<file path="src/rtl/thor2022_cond_eval_if.sv">
// Request/result bundle for the compare-vector condition evaluator.
// The master modport drives requests and consumes results; the slave is the evaluator.
interface thor2022_cond_eval_if #(
  parameter int CW    = 128,
  parameter int SELW  = 7,
  parameter int TAGW  = 4,
  parameter int DEPTH = 2
);
  localparam int CNTW = $clog2(DEPTH + 1) + 1;

  logic            flush_i;
  logic            req_valid_i;
  logic            req_ready_o;
  logic [CW-1:0]   cmp_i;
  logic [SELW-1:0] sel_i;
  logic            neg_i;
  logic [TAGW-1:0] tag_i;
  logic            res_valid_o;
  logic            res_ready_i;
  logic            res_taken_o;
  logic            res_undef_o;
  logic [TAGW-1:0] res_tag_o;
  logic [CNTW-1:0] count_o;

  modport master (
    output flush_i, req_valid_i, cmp_i, sel_i, neg_i, tag_i, res_ready_i,
    input  req_ready_o, res_valid_o, res_taken_o, res_undef_o, res_tag_o, count_o
  );

  modport slave (
    input  flush_i, req_valid_i, cmp_i, sel_i, neg_i, tag_i, res_ready_i,
    output req_ready_o, res_valid_o, res_taken_o, res_undef_o, res_tag_o, count_o
  );
endinterface

</file>
<file path="src/rtl/thor2022_cond_eval.sv">
// Selects one bit of a compare-result vector, optionally negates it, and returns a tagged
// taken/undef outcome through a single eval register and a credit-controlled result FIFO.
module thor2022_cond_eval #(
  parameter int CW    = 128,
  parameter int SELW  = 7,
  parameter int TAGW  = 4,
  parameter int DEPTH = 2
) (
  input logic                 clk_i,
  input logic                 rst_i,
  thor2022_cond_eval_if.slave bus
);
  localparam int CNTW = $clog2(DEPTH + 1) + 1;
  localparam int PW   = (DEPTH > 1) ? $clog2(DEPTH) : 1;

  typedef struct packed {
    logic            taken;
    logic            undef;
    logic [TAGW-1:0] tag;
  } res_t;

  // Integer compare flags at 0..2, 5, 6, 8..10; DFP flags at 32..41.
  function automatic logic [CW-1:0] def_mask_f();
    logic [CW-1:0] m;
    m = '0;
    for (int i = 0; i < CW; i++) begin
      if (i <= 2 || i == 5 || i == 6 || (i >= 8 && i <= 10) || (i >= 32 && i <= 41))
        m[i] = 1'b1;
    end
    return m;
  endfunction

  localparam logic [CW-1:0] DEF_MASK = def_mask_f();

  function automatic logic [PW-1:0] ptr_next(input logic [PW-1:0] p);
    return (p == PW'(DEPTH - 1)) ? '0 : p + PW'(1);
  endfunction

  logic            clear;
  logic [CNTW-1:0] occupancy;
  logic            req_ready;
  logic            accept;
  logic            res_valid;
  logic            pop;
  res_t            new_res;
  res_t            head;

  logic            eval_valid;
  res_t            eval_res;
  res_t            mem [DEPTH];
  logic [PW-1:0]   wr_ptr;
  logic [PW-1:0]   rd_ptr;
  logic [CNTW-1:0] fifo_count;

  always_comb begin
    // NOTE: every variable gets a default before any conditional use, so no latch is inferred.
    new_res       = '0;
    new_res.tag   = bus.tag_i;
    new_res.undef = ~DEF_MASK[bus.sel_i];
    if (DEF_MASK[bus.sel_i]) new_res.taken = bus.cmp_i[bus.sel_i] ^ bus.neg_i;
  end

  // Reset behaves as a flush; the credit check ignores same-cycle pops on purpose so that
  // req_ready depends only on registered state plus the flush/reset inputs.
  assign clear     = rst_i | bus.flush_i;
  assign occupancy = fifo_count + CNTW'(eval_valid);
  assign req_ready = ~clear & (occupancy < CNTW'(DEPTH));
  assign accept    = bus.req_valid_i & req_ready;
  assign res_valid = (fifo_count != '0);
  assign pop       = res_valid & bus.res_ready_i;
  assign head      = mem[rd_ptr];

  // NOTE: state registers use non-blocking assignments so all flops update together at the edge.
  always_ff @(posedge clk_i) begin
    if (clear) begin
      eval_valid <= 1'b0;
      wr_ptr     <= '0;
      rd_ptr     <= '0;
      fifo_count <= '0;
    end else begin
      eval_valid <= accept;
      if (eval_valid) wr_ptr <= ptr_next(wr_ptr);
      if (pop)        rd_ptr <= ptr_next(rd_ptr);
      fifo_count <= fifo_count + CNTW'(eval_valid) - CNTW'(pop);
    end
  end

  // NOTE: payload storage carries no reset; valid/count gate every use of it.
  always_ff @(posedge clk_i) begin
    if (accept) eval_res <= new_res;
    if (eval_valid && !clear) mem[wr_ptr] <= eval_res;
  end

  assign bus.req_ready_o = req_ready;
  assign bus.res_valid_o = res_valid;
  assign bus.res_taken_o = res_valid & head.taken;
  assign bus.res_undef_o = res_valid & head.undef;
  assign bus.res_tag_o   = res_valid ? head.tag : '0;
  assign bus.count_o     = occupancy;
endmodule

</file>
<file path="src/flat_wrapper.sv">
// flat-port wrapper written by rule: the top's interface ports become plain ports
module thor2022_cond_eval_flat 
#(
  parameter int CW    = 128,
  parameter int SELW  = 7,
  parameter int TAGW  = 4,
  parameter int DEPTH = 2
)
  (clk_i, rst_i, bus_flush_i, bus_req_valid_i, bus_cmp_i, bus_sel_i, bus_neg_i, bus_tag_i, bus_res_ready_i, bus_req_ready_o, bus_res_valid_o, bus_res_taken_o, bus_res_undef_o, bus_res_tag_o, bus_count_o);
  thor2022_cond_eval_if #(.CW(CW), .SELW(SELW), .TAGW(TAGW), .DEPTH(DEPTH)) bus_i ();
  input logic clk_i;
  input logic rst_i;
  input wire logic [$bits(bus_i.flush_i)-1:0] bus_flush_i;
  input wire logic [$bits(bus_i.req_valid_i)-1:0] bus_req_valid_i;
  input wire logic [$bits(bus_i.cmp_i)-1:0] bus_cmp_i;
  input wire logic [$bits(bus_i.sel_i)-1:0] bus_sel_i;
  input wire logic [$bits(bus_i.neg_i)-1:0] bus_neg_i;
  input wire logic [$bits(bus_i.tag_i)-1:0] bus_tag_i;
  input wire logic [$bits(bus_i.res_ready_i)-1:0] bus_res_ready_i;
  output wire logic [$bits(bus_i.req_ready_o)-1:0] bus_req_ready_o;
  output wire logic [$bits(bus_i.res_valid_o)-1:0] bus_res_valid_o;
  output wire logic [$bits(bus_i.res_taken_o)-1:0] bus_res_taken_o;
  output wire logic [$bits(bus_i.res_undef_o)-1:0] bus_res_undef_o;
  output wire logic [$bits(bus_i.res_tag_o)-1:0] bus_res_tag_o;
  output wire logic [$bits(bus_i.count_o)-1:0] bus_count_o;
  assign bus_i.flush_i = bus_flush_i;
  assign bus_i.req_valid_i = bus_req_valid_i;
  assign bus_i.cmp_i = bus_cmp_i;
  assign bus_i.sel_i = bus_sel_i;
  assign bus_i.neg_i = bus_neg_i;
  assign bus_i.tag_i = bus_tag_i;
  assign bus_i.res_ready_i = bus_res_ready_i;
  assign bus_req_ready_o = bus_i.req_ready_o;
  assign bus_res_valid_o = bus_i.res_valid_o;
  assign bus_res_taken_o = bus_i.res_taken_o;
  assign bus_res_undef_o = bus_i.res_undef_o;
  assign bus_res_tag_o = bus_i.res_tag_o;
  assign bus_count_o = bus_i.count_o;
  thor2022_cond_eval #(.CW(CW), .SELW(SELW), .TAGW(TAGW), .DEPTH(DEPTH)) u_core (.clk_i(clk_i), .rst_i(rst_i), .bus(bus_i));
endmodule
</file>
<file path="config.mk">
export PLATFORM = sky130hd
export DESIGN_NAME = thor2022_cond_eval_flat
export DESIGN_NICKNAME = d
export VERILOG_FILES = /design/src/rtl/thor2022_cond_eval_if.sv /design/src/rtl/thor2022_cond_eval.sv /design/src/flat_wrapper.sv
export SDC_FILE = /design/constraint.sdc
export NUM_CORES = 1
export LEC_CHECK = 0
export CAP_MARGIN = 20
export CORE_UTILIZATION = 30
export DETAILED_ROUTE_END_ITERATION = 8
export PLACE_DENSITY = 0.86
export SYNTH_ARGS = -nofsm -noshare
export SYNTH_HDL_FRONTEND = slang
export SYNTH_SLANG_ARGS = --single-unit
</file>
<file path="constraint.sdc">
create_clock -name clk_i -period 3.65 [get_ports clk_i]
set_clock_uncertainty 0.15 [all_clocks]
set_input_delay 0.5475 -clock clk_i [delete_from_list [all_inputs] [get_ports clk_i]]
set_output_delay 0.5475 -clock clk_i [all_outputs]
set_load 0.02 [all_outputs]
</file>
==> summary.md, run 1 <==
| Metric | Value |
|---|---|
| Reg2reg start | `u_core.fifo_count[2]` |
| Finished Core Util | `0.5133` |
| Routed Antenna Nets | `0` |
| Worst-path maximum fanout | `8` |
| Area Overhead vs Synth | `62.48%` |
| Sw power | `0.0001440 W` |
| CP Class | `primary input to output pin` |
| RePlAce Congestion | `0.7332` |
| Tot GR Track Use | `0.1340` |
| Routed wl met3 | `307 um` |
| Post-CTS sizing | `0` |
| Setup Fix Bufs, Post-CTS | `0` |
| Met2 wire length | `2039 um` |
| Top Ports | `156` |
| LEAKAGE | `0.9785 nW` |
| Most common cell after layout, fill and taps aside | `clkdlybuf4s50_1` |
| HP Start | `u_core.eval_res[1]` |
| Initial antenna violation count | `0` |
| Worst-path clk slew | `0.08 ns` |
| Fill count | `460` |
| Fin worst setup slack | `0.6403 ns` |
| Worst EP required | `2.95 ns` |
| Cell Int Power | `0.0005143 W` |
| Drt wl/cell | `13.14 um` |
| First-pass GRT wire length | `5616 um` |
| TritonRoute pass-1 iters | `4` |
| CP Data Arrival Time | `2.31 ns` |
| RSZ-0062 raised after global routing | `false` |
| Tmin final | `3.010 ns` |
| Post-synthesis sequential area ratio | `0.4165` |
| CTS tree | `yes` |
| Cells after Synth | `121` |
| Total grt overflow | `0` |
| Std-Cell Rows | `26` |
| Placed wire-length estimate | `3223 um` |
| Antenna diodes | `0` |
| CTS sink cnt | `25` |
| Max-slew violations | `0` |
| H-tree levels | `1` |
| Pre-CTS WS | `0.5653 ns` |
| Routed wire length | `3718 um` |
| Startpoint types | `primary input` |
| Commonest non-fill, non-tap cells in the layout | `clkdlybuf4s50_1, edfxtp_1, nor2_1` |
| Clock share of power | `0.245` |
| Full die area | `5746 um^2` |
| Post-Syn Area | `1634 um^2` |
| Number of buffers inserted by port buffering | `91` |
| Netlist cell types | `38` |
| Switch share | `0.2187` |
| Sequential share of power | `0.471` |
| Yosys warns | `0` |
| Starting Density | `0.3159` |
| Share of layout cells above drive strength 1 | `0.07981` |
| Cell Pwr Density | `247.9 nW/um^2` |
| Top Layer Used | `met4` |
| Max cap viols | `0` |
| Core ar. | `5172 um^2` |
| Root Driver | `clkbuf_8` |
| Syn_nets | `271` |
| DRT iter0 DRCs | `25` |
| Largest net degree at the start of global routing | `16` |
| Cts hold-fix bufs | `0` |
| Die width | `75.81 um` |
| Fin. Hold Viols | `0` |
| Worst-Skew Late Latency | `0.27 ns` |
| Post-route setup TNS | `0 ns` |
| #FFs+latches synth | `25` |
| Max-slew headroom | `0.4461` |
| Via count | `1321` |
| Comb pwr share | `0.283` |
| Crit. End Element | `output pin` |
| Via density per instance | `4.668` |
| Buffer depth of the longest clock path | `2` |
| Hold WC Path Type | `flop to flop` |
| Routed met1 length | `1305 um` |
| Setup violations, final | `0` |
| VDD IR max | `0.1149 mV` |
| Post-route DRC | `0` |
| Least-Margin Pin Slew | `0.8291 ns` |
| Cts bufs inserted | `3` |
| Outcome | `complete, no violations` |
| Synthesized area per cell | `13.50 um^2` |
| Overall die height | `75.81 um` |
| Worst setup startpoint | `bus_flush_i` |
| Vias in the first global route | `1357` |
| Final nets | `364` |
| Max Clk Rate | `332.3 MHz` |
| Tcrit/Tclk final | `0.8246` |
## routing by layer
metal	vias to the layer above	global-route usage
li1	661	-
met1	594	0.1217
met2	59	0.2743
met3	7	0.03175
met4	0	0.05967
met5	-	0
## synth_stat cells (all sizes together)
cell / count / share of area
xor2: 1 / 0.0054
nor3b: 2 / 0.012
o32ai: 1 / 0.0054
mux2i: 14 / 0.086
nor4bb: 1 / 0.0061
nand3: 1 / 0.0031
xnor2: 3 / 0.016
ha: 5 / 0.038
and2b: 1 / 0.0054
a22o: 1 / 0.0054
o211ai: 1 / 0.0046
edfxtp: 18 / 0.33
a2111oi: 1 / 0.0054
a31oi: 1 / 0.0038
o21ai: 3 / 0.0092
nand2b: 1 / 0.0038
nor2: 16 / 0.037
a31o: 1 / 0.0054
nor2b: 2 / 0.0077
mux4: 14 / 0.22
a211oi: 2 / 0.0092
and2: 3 / 0.011
o221ai: 1 / 0.0054
inv: 5 / 0.011
clkbuf: 2 / 0.0046
buf: 6 / 0.034
or2: 1 / 0.0038
o211a: 1 / 0.0061
dfxtp: 7 / 0.086
a21oi: 1 / 0.0031
mux2: 1 / 0.0069
nor3: 3 / 0.0092
## logic make-up (layout without fill, tap and decap cells)
kind of cell,count (synthesis),in the layout,share of synthesized area
xor+xnor,4,4,0.02144
simple gates,31,31,0.09954
buf+inv,13,105,0.05054
flops,25,25,0.4165
compound gates,14,14,0.06279
mux,29,29,0.3109
fa+ha+maj,5,5,0.03828
## power by group through the flow
stage | registers (W) | logic, W | clock network, W
after floorplan | 0.000316 | 0.0000838 | 0
after global placement | 0.000317 | 0.000185 | 0
after detailed placement | 0.000317 | 0.000189 | 0
after CTS | 0.000310 | 0.000189 | 0.000165
after global routing | 0.000311 | 0.000204 | 0.000175
final | 0.000310 | 0.000186 | 0.000162
## metrics by stage
step                      hold WS [ns]  cells  area (um^2)   power, W
after detailed placement        0.2804    279         2606  0.0005054
final                           0.2999    283         2655  0.0006583
after CTS                       0.3004    283         2655  0.0006643
after floorplan                 0.2715    121         1634  0.0003997
after global placement          0.2728    279         2606  0.0005013
after global routing            0.3029    283         2655  0.0006892
## registers in the layout (all words and copies together), names as in the netlist, named ones only
register           cells
u_core.rd_ptr          1
u_core.eval_res        6
u_core.fifo_count      3
u_core.wr_ptr          1
u_core.eval_valid      1
u_core.mem            12
## path summary, 6_finish.rpt
path	to	slack (ns)	cells past startpoint
setup reg to reg	u_core.fifo_count[2]	1.55	7
setup / recovery	bus_req_ready_o	0.64	4
hold reg to reg	u_core.mem[1][1]	0.30	0
hold / removal	u_core.mem[1][1]	0.30	0
## final cells by class
| class | count | area, um^2 | share of cell area |
|---|---|---|---|
| clock buffer | 3 | 41.29 | 0.01555 |
| clock inverter | 1 | 7.507 | 0.002828 |
| inverter | 5 | 18.77 | 0.007069 |
| multi-input combinational | 83 | 870.8 | 0.3280 |
| sequential | 25 | 680.7 | 0.2564 |
| tap | 70 | 87.58 | 0.03299 |
| timing repair buffer | 96 | 948.4 | 0.3572 |
## worst max-delay path, cell delays in order
cell and delay (ns):
clkdlybuf4s50_1 0.42, or2_2 0.38, nor3_1 0.30, clkdlybuf4s50_1 0.67
Power figures use the tool's default switching activity.
==> inputs of run 2 (changes only) <==
==> constraint.sdc (replaced) <==
create_clock -name clk_i -period 3 [get_ports clk_i]
set_clock_uncertainty 0.15 [all_clocks]
set_input_delay 0.45 -clock clk_i [delete_from_list [all_inputs] [get_ports clk_i]]
set_output_delay 0.45 -clock clk_i [all_outputs]
set_load 0.02 [all_outputs]
==> run 2 against run 1 <==
  * Via count up 1.9%
  * Non-clock buffer count rose by 1
  * Highest routed layer unchanged
  * Register-to-register slack worse by 0.68 ns
  * Die area stayed put
  * First-iteration DRC count increased by 28%
  * Flip-flop and latch count is the same
==> summary.md, run 2 (synthesized netlist as in run 1, its figures left out) <==
| Metric | Value |
|---|---|
| Max cap viols | `0` |
| Max Clk Rate | `357.3 MHz` |
| Startpoint types | `flop` |
| Die width | `75.81 um` |
| Most common cell after layout, fill and taps aside | `clkdlybuf4s50_1` |
| LEAKAGE | `0.9881 nW` |
| Tot GR Track Use | `0.1312` |
| Top Ports | `156` |
| Tmin final | `2.799 ns` |
| Starting Density | `0.3159` |
| CP Class | `flop to output pin` |
| Worst EP required | `2.40 ns` |
| Overall die height | `75.81 um` |
| Fin. Hold Viols | `0` |
| RePlAce Congestion | `0.7441` |
| Post-route setup TNS | `0 ns` |
| Commonest non-fill, non-tap cells in the layout | `clkdlybuf4s50_1, edfxtp_1, nor2_1` |
| DRT iter0 DRCs | `32` |
| Post-route DRC | `0` |
| Most flops, register | `u_core.mem` |
| Outcome | `complete, no violations` |
| Core ar. | `5172 um^2` |
| Largest net degree at the start of global routing | `22` |
| Crit. End Element | `output pin` |
| Least-Margin Pin Slew | `0.7580 ns` |
| Worst-path maximum fanout | `4` |
| H-tree levels | `1` |
| Via density per instance | `4.739` |
| Drt wl/cell | `13.20 um` |
| CTS tree | `yes` |
| Number of buffers inserted by port buffering | `91` |
| Met3 Resource Use GR | `0.01984` |
| Placed wire-length estimate | `3192 um` |
| Vias in the first global route | `1335` |
| Met1 GRT Util | `0.1232` |
| Post-CTS sizing | `0` |
| Fill count | `446` |
| TritonRoute pass-1 iters | `4` |
| Area Overhead vs Synth | `63.71%` |
| Buffer depth of the longest clock path | `2` |
| Cell Pwr Density | `298.4 nW/um^2` |
| Global route hottest layer | `met2` |
| Cts bufs inserted | `3` |
| Routed wire length | `3750 um` |
| Root Driver | `clkbuf_8` |
| Max-slew headroom | `0.4908` |
| Cts hold-fix bufs | `0` |
| Hold WC Path Type | `flop to flop` |
| Max-slew violations | `0` |
| Share of layout cells above drive strength 1 | `0.08411` |
| Setup Fix Bufs, Post-CTS | `0` |
| Tightest hold margin | `0.3002 ns` |
| Worst-path clk slew | `0.08 ns` |
| RSZ-0062 raised after global routing | `false` |
| Final nets | `365` |
| Setup violations, final | `0` |
| Worst-Skew Late Latency | `0.26 ns` |
| Routed Antenna Nets | `0` |
| CTS sink cnt | `25` |
| Total grt overflow | `0` |
| Antenna diodes | `0` |
| Full die area | `5746 um^2` |
| CP Data Arrival Time | `2.20 ns` |
| Regs by FF count | `u_core.mem (12), u_core.eval_res (6), u_core.fifo_count (3)` |
| Via count | `1346` |
| Initial antenna violation count | `0` |
| VDD IR max | `0.1680 mV` |
| First-pass GRT wire length | `5561 um` |
| Met2 usage | `0.2763` |
| Max reg flops | `12` |
| Tcrit/Tclk final | `0.9329` |
| Std-Cell Rows | `26` |
[run 2: cell count changes in the layout (fill, tap and decap cells not counted), sizes merged]
| cell | delta |
|---|---|
| buf | +1 |
[run 2: layout make-up]
cell class / count / area (um^2) / share of cell area
clock buffers: 3 / 41.29 / 0.01543
well taps: 70 / 87.58 / 0.03274
multi-input cells: 83 / 870.8 / 0.3255
clock inverters: 1 / 7.507 / 0.002806
repair buffers: 97 / 968.4 / 0.3620
flip-flops and latches: 25 / 680.7 / 0.2544
inverters: 5 / 18.77 / 0.007016
[run 2: layer usage]
metal / wire length (um) / vias up / part of all wire
met5: 0 / - / 0
met4: 44 / 0 / 0.012
met2: 2048 / 56 / 0.55
met1: 1393 / 622 / 0.37
li1: - / 664 / -
met3: 264 / 4 / 0.070
[run 2: worst paths after layout]
kind / depth (start not counted) / slack (ns) / start / to
max reg2reg: 7 / 0.87 / u_core.fifo_count[2] / u_core.fifo_count[2]
min reg2reg: 0 / 0.30 / u_core.eval_res[2] / u_core.mem[1][2]
min: 0 / 0.30 / u_core.eval_res[2] / u_core.mem[1][2]
max: 5 / 0.20 / u_core.eval_valid / bus_req_ready_o
[run 2: through the flow]
stage / worst slack, ns / util / cells / cell area, um^2 / power [W]
final: 0.2012 / 0.5172 / 284 / 2675 / 0.0007982
after global routing: 0.09547 / 0.5172 / 284 / 2675 / 0.0008385
after CTS: 0.2097 / 0.5172 / 284 / 2675 / 0.0008069
after detailed placement: 0.02878 / 0.5077 / 280 / 2626 / 0.0006179
after global placement: 0.08292 / 0.5077 / 280 / 2626 / 0.0006123
after floorplan: 0.6637 / - / 121 / 1634 / 0.0004864
[run 2: report_power, final]
group / internal (W) / total (W) / leakage, nW / switching [W]
sequential: 0.000374 / 0.000378 / 0.220 / 0.00000338
combinational: 0.000159 / 0.000230 / 0.747 / 0.0000701
clock: 0.0000937 / 0.000191 / 0.0217 / 0.0000973
total: 0.000627 / 0.000798 / 0.988 / 0.000171
[run 2: worst max-delay path, stage by stage (launching register included)]
cell and delay, ns:
dfxtp_1 0.35, ha_1 0.19, ha_1 0.18, xor2_1 0.19, nor3_1 0.34, clkdlybuf4s50_1 0.67
==> inputs of run 3 (changes only) <==
--- a/config.mk
+++ b/config.mk
@@ -5,10 +5,11 @@
 export SDC_FILE = /design/constraint.sdc
 export NUM_CORES = 1
 export LEC_CHECK = 0
+export ABC_AREA = 1
 export CAP_MARGIN = 20
 export CORE_UTILIZATION = 30
 export DETAILED_ROUTE_END_ITERATION = 8
-export PLACE_DENSITY = 0.86
+export PLACE_DENSITY = 0.82
 export SYNTH_ARGS = -nofsm -noshare
 export SYNTH_HDL_FRONTEND = slang
 export SYNTH_SLANG_ARGS = --single-unit
==> run 3 against run 2 <==
  * Total power grew 1.9%
  * Non-clock buffer count shrank 1
  * Flip-flop and latch count is the same
  * Clock power shrank 6%
  * Largest power group unchanged
  * Clock-buffer cell count grew 1
  * Area after synthesis grew 12%
  * First-iteration DRC count grew 110%
  * Sequential power is essentially flat
==> summary.md, run 3 <==
| Metric | Value |
|---|---|
| Placed insts | `398` |
| Fill count | `573` |
| HP Start | `u_core.eval_res[3]` |
| Setup violations, final | `0` |
| Cts hold-fix bufs | `0` |
| Tcrit/Tclk final | `0.8955` |
| Most flops, register | `u_core.mem` |
| RePlAce Congestion | `0.7513` |
| CTS sink cnt | `25` |
| Share of layout cells above drive strength 1 | `0.09786` |
| Largest net degree at the start of global routing | `35` |
| Most frequent cell after synthesis | `nand2_1` |
| Non-Filler Instances | `402` |
| Area leader, netlist | `edfxtp_1` |
| Post-synthesis sequential area ratio | `0.3721` |
| Hold WC Path Type | `flop to flop` |
| Area Overhead vs Synth | `52.53%` |
| Yosys warns | `0` |
| Max-slew violations | `0` |
| Antenna diodes | `0` |
| Max Clk Rate | `372.2 MHz` |
| Final nets | `478` |
| H-tree levels | `1` |
| Worst-Skew Late Latency | `0.25 ns` |
| Post-route cell area | `2790 um^2` |
| Worst EP required | `2.40 ns` |
| RSZ-0062 raised after global routing | `false` |
| Max cap viols | `0` |
| Via density per instance | `4.525` |
| Top FF cell, synth | `edfxtp_1` |
| R2R cell count | `5` |
| Synth cell count leaders | `nand2_1, nand3_1, edfxtp_1, inv_1, nand2_2` |
| Routed wire length | `4675 um` |
| Root Driver | `clkbuf_8` |
| Max reg flops | `12` |
| Number of buffers inserted by port buffering | `91` |
| Core ar. | `5886 um^2` |
| Initial antenna violation count | `0` |
| Ys async rst share | `0` |
| DRT iter0 DRCs | `68` |
| Commonest non-fill, non-tap cells in the layout | `clkdlybuf4s50_1, nand2_1, nand3_1` |
| Hold path cells | `0` |
| Placed wire-length estimate | `3830 um` |
| TritonRoute pass-1 iters | `4` |
| Post-CTS sizing | `0` |
| Post-route DRC | `0` |
| Cts bufs inserted | `3` |
| Tightest hold margin | `0.3045 ns` |
| Via count | `1819` |
| Worst-path maximum fanout | `3` |
| #FFs+latches synth | `25` |
| Full die area | `6414 um^2` |
| Number of synthesized flops with an enable pin | `18` |
| Reg2reg end | `u_core.eval_res[5]` |
| Finished Core Util | `0.4741` |
| Max-slew headroom | `0.6837` |
| CP Class | `primary input to output pin` |
| Regs by FF count | `u_core.mem (12), u_core.eval_res (6), u_core.fifo_count (3)` |
| LEAKAGE | `1.167 nW` |
| Worst-path clk slew | `0.07 ns` |
| Tot GR Track Use | `0.1490` |
| Top-area cell type share of the netlist area | `0.2955` |
| Startpoint types | `primary input` |
| First-pass GRT wire length | `7396 um` |
| Netlist cell types | `26` |
| Vias in the first global route | `1737` |
| Total grt overflow | `0` |
| Placed instance area | `2745 um^2` |
| Cell Pwr Density | `291.5 nW/um^2` |
| Setup Fix Bufs, Post-CTS | `0` |
| Routed Antenna Nets | `0` |
| Most common cell after layout, fill and taps aside | `clkdlybuf4s50_1` |
| Std-Cell Rows | `28` |
| Synth area leaders | `edfxtp_1, nand2_1, nand3_1` |
| Tmin final | `2.687 ns` |
| Post-route setup TNS | `0 ns` |
| Worst Hold End | `u_core.mem[0][3]` |
| CP Data Arrival Time | `2.09 ns` |
| Top Ports | `156` |
| Die width | `80.09 um` |
| Outcome | `complete, no violations` |
| Buffer depth of the longest clock path | `2` |
| Flop2flop setup slack | `1.03 ns` |
| CTS tree | `yes` |
| Synthesized area per cell | `7.622 um^2` |
| Least-Margin Pin Slew | `0.4727 ns` |
| Overall die height | `80.09 um` |
| Cells after Synth | `240` |
| Post-Syn Area | `1829 um^2` |
| Fin. Hold Viols | `0` |
| Reg2reg start | `u_core.eval_valid` |
| Crit. End Element | `output pin` |
| VDD IR max | `0.2282 mV` |
| Starting Density | `0.3108` |
| Drt wl/cell | `11.63 um` |
| Syn_nets | `390` |
-- run 3: how the worst max path moves through the flow --
stage                                     to  cells past startpoint                 start  slack [ns]
after floorplan           u_core.eval_res[0]                      5  u_core.fifo_count[0]        0.72
after global placement       bus_req_ready_o                      4           bus_flush_i        0.29
after detailed placement     bus_req_ready_o                      4           bus_flush_i        0.28
after CTS                    bus_req_ready_o                      4           bus_flush_i        0.28
after global routing         bus_req_ready_o                      5     u_core.eval_valid        0.22
final                        bus_req_ready_o                      4           bus_flush_i        0.31
-- run 3: cell type report --
type / instances / area [um^2] / area share
timing repair buffer: 96 / 960.9 / 0.3444
multi-input combinational: 182 / 922.1 / 0.3305
sequential: 25 / 680.7 / 0.2439
tap: 75 / 93.84 / 0.03363
inverter: 20 / 87.58 / 0.03139
clock buffer: 4 / 45.04 / 0.01614
-- run 3: metal layers --
metal,vias up,routed length [um],track usage
met5,-,0,0
met4,0,53,0.04643
met3,6,378,0.02273
met2,75,2448,0.2915
met1,779,1794,0.1617
li1,959,-,-
-- run 3: stage by stage --
stage	setup WS, ns	power [W]
final	0.3134	0.0008134
after global routing	0.2152	0.0008618
after CTS	0.2764	0.0008218
after detailed placement	0.2764	0.0006417
after global placement	0.2946	0.0006371
after floorplan	0.7156	0.0005101
-- run 3: cells by family after synthesis --
group	after synthesis	share of synthesized area
AOI/OAI and AO/OA	7	0.01915
xor gates and xnor gates	1	0.004789
adders and majority gates	5	0.03420
buffers and inverters	33	0.1238
DFF	25	0.3721
muxes	6	0.03693
and+or+nand+nor	163	0.4090
-- run 3: worst max-delay path, stage by stage --
cell,delay (ns)
clkdlybuf4s50_1,0.39
or2_2,0.30
nor3_1,0.28
clkdlybuf4s50_1,0.67
-- run 3: power by group --
group          leakage (nW)  switching (W)  internal (W)  total (W)
logic                 0.925       0.000107      0.000148   0.000256
registers             0.219     0.00000292      0.000375   0.000378
clock network        0.0228      0.0000861     0.0000943   0.000180
total                  1.17       0.000196      0.000617   0.000813
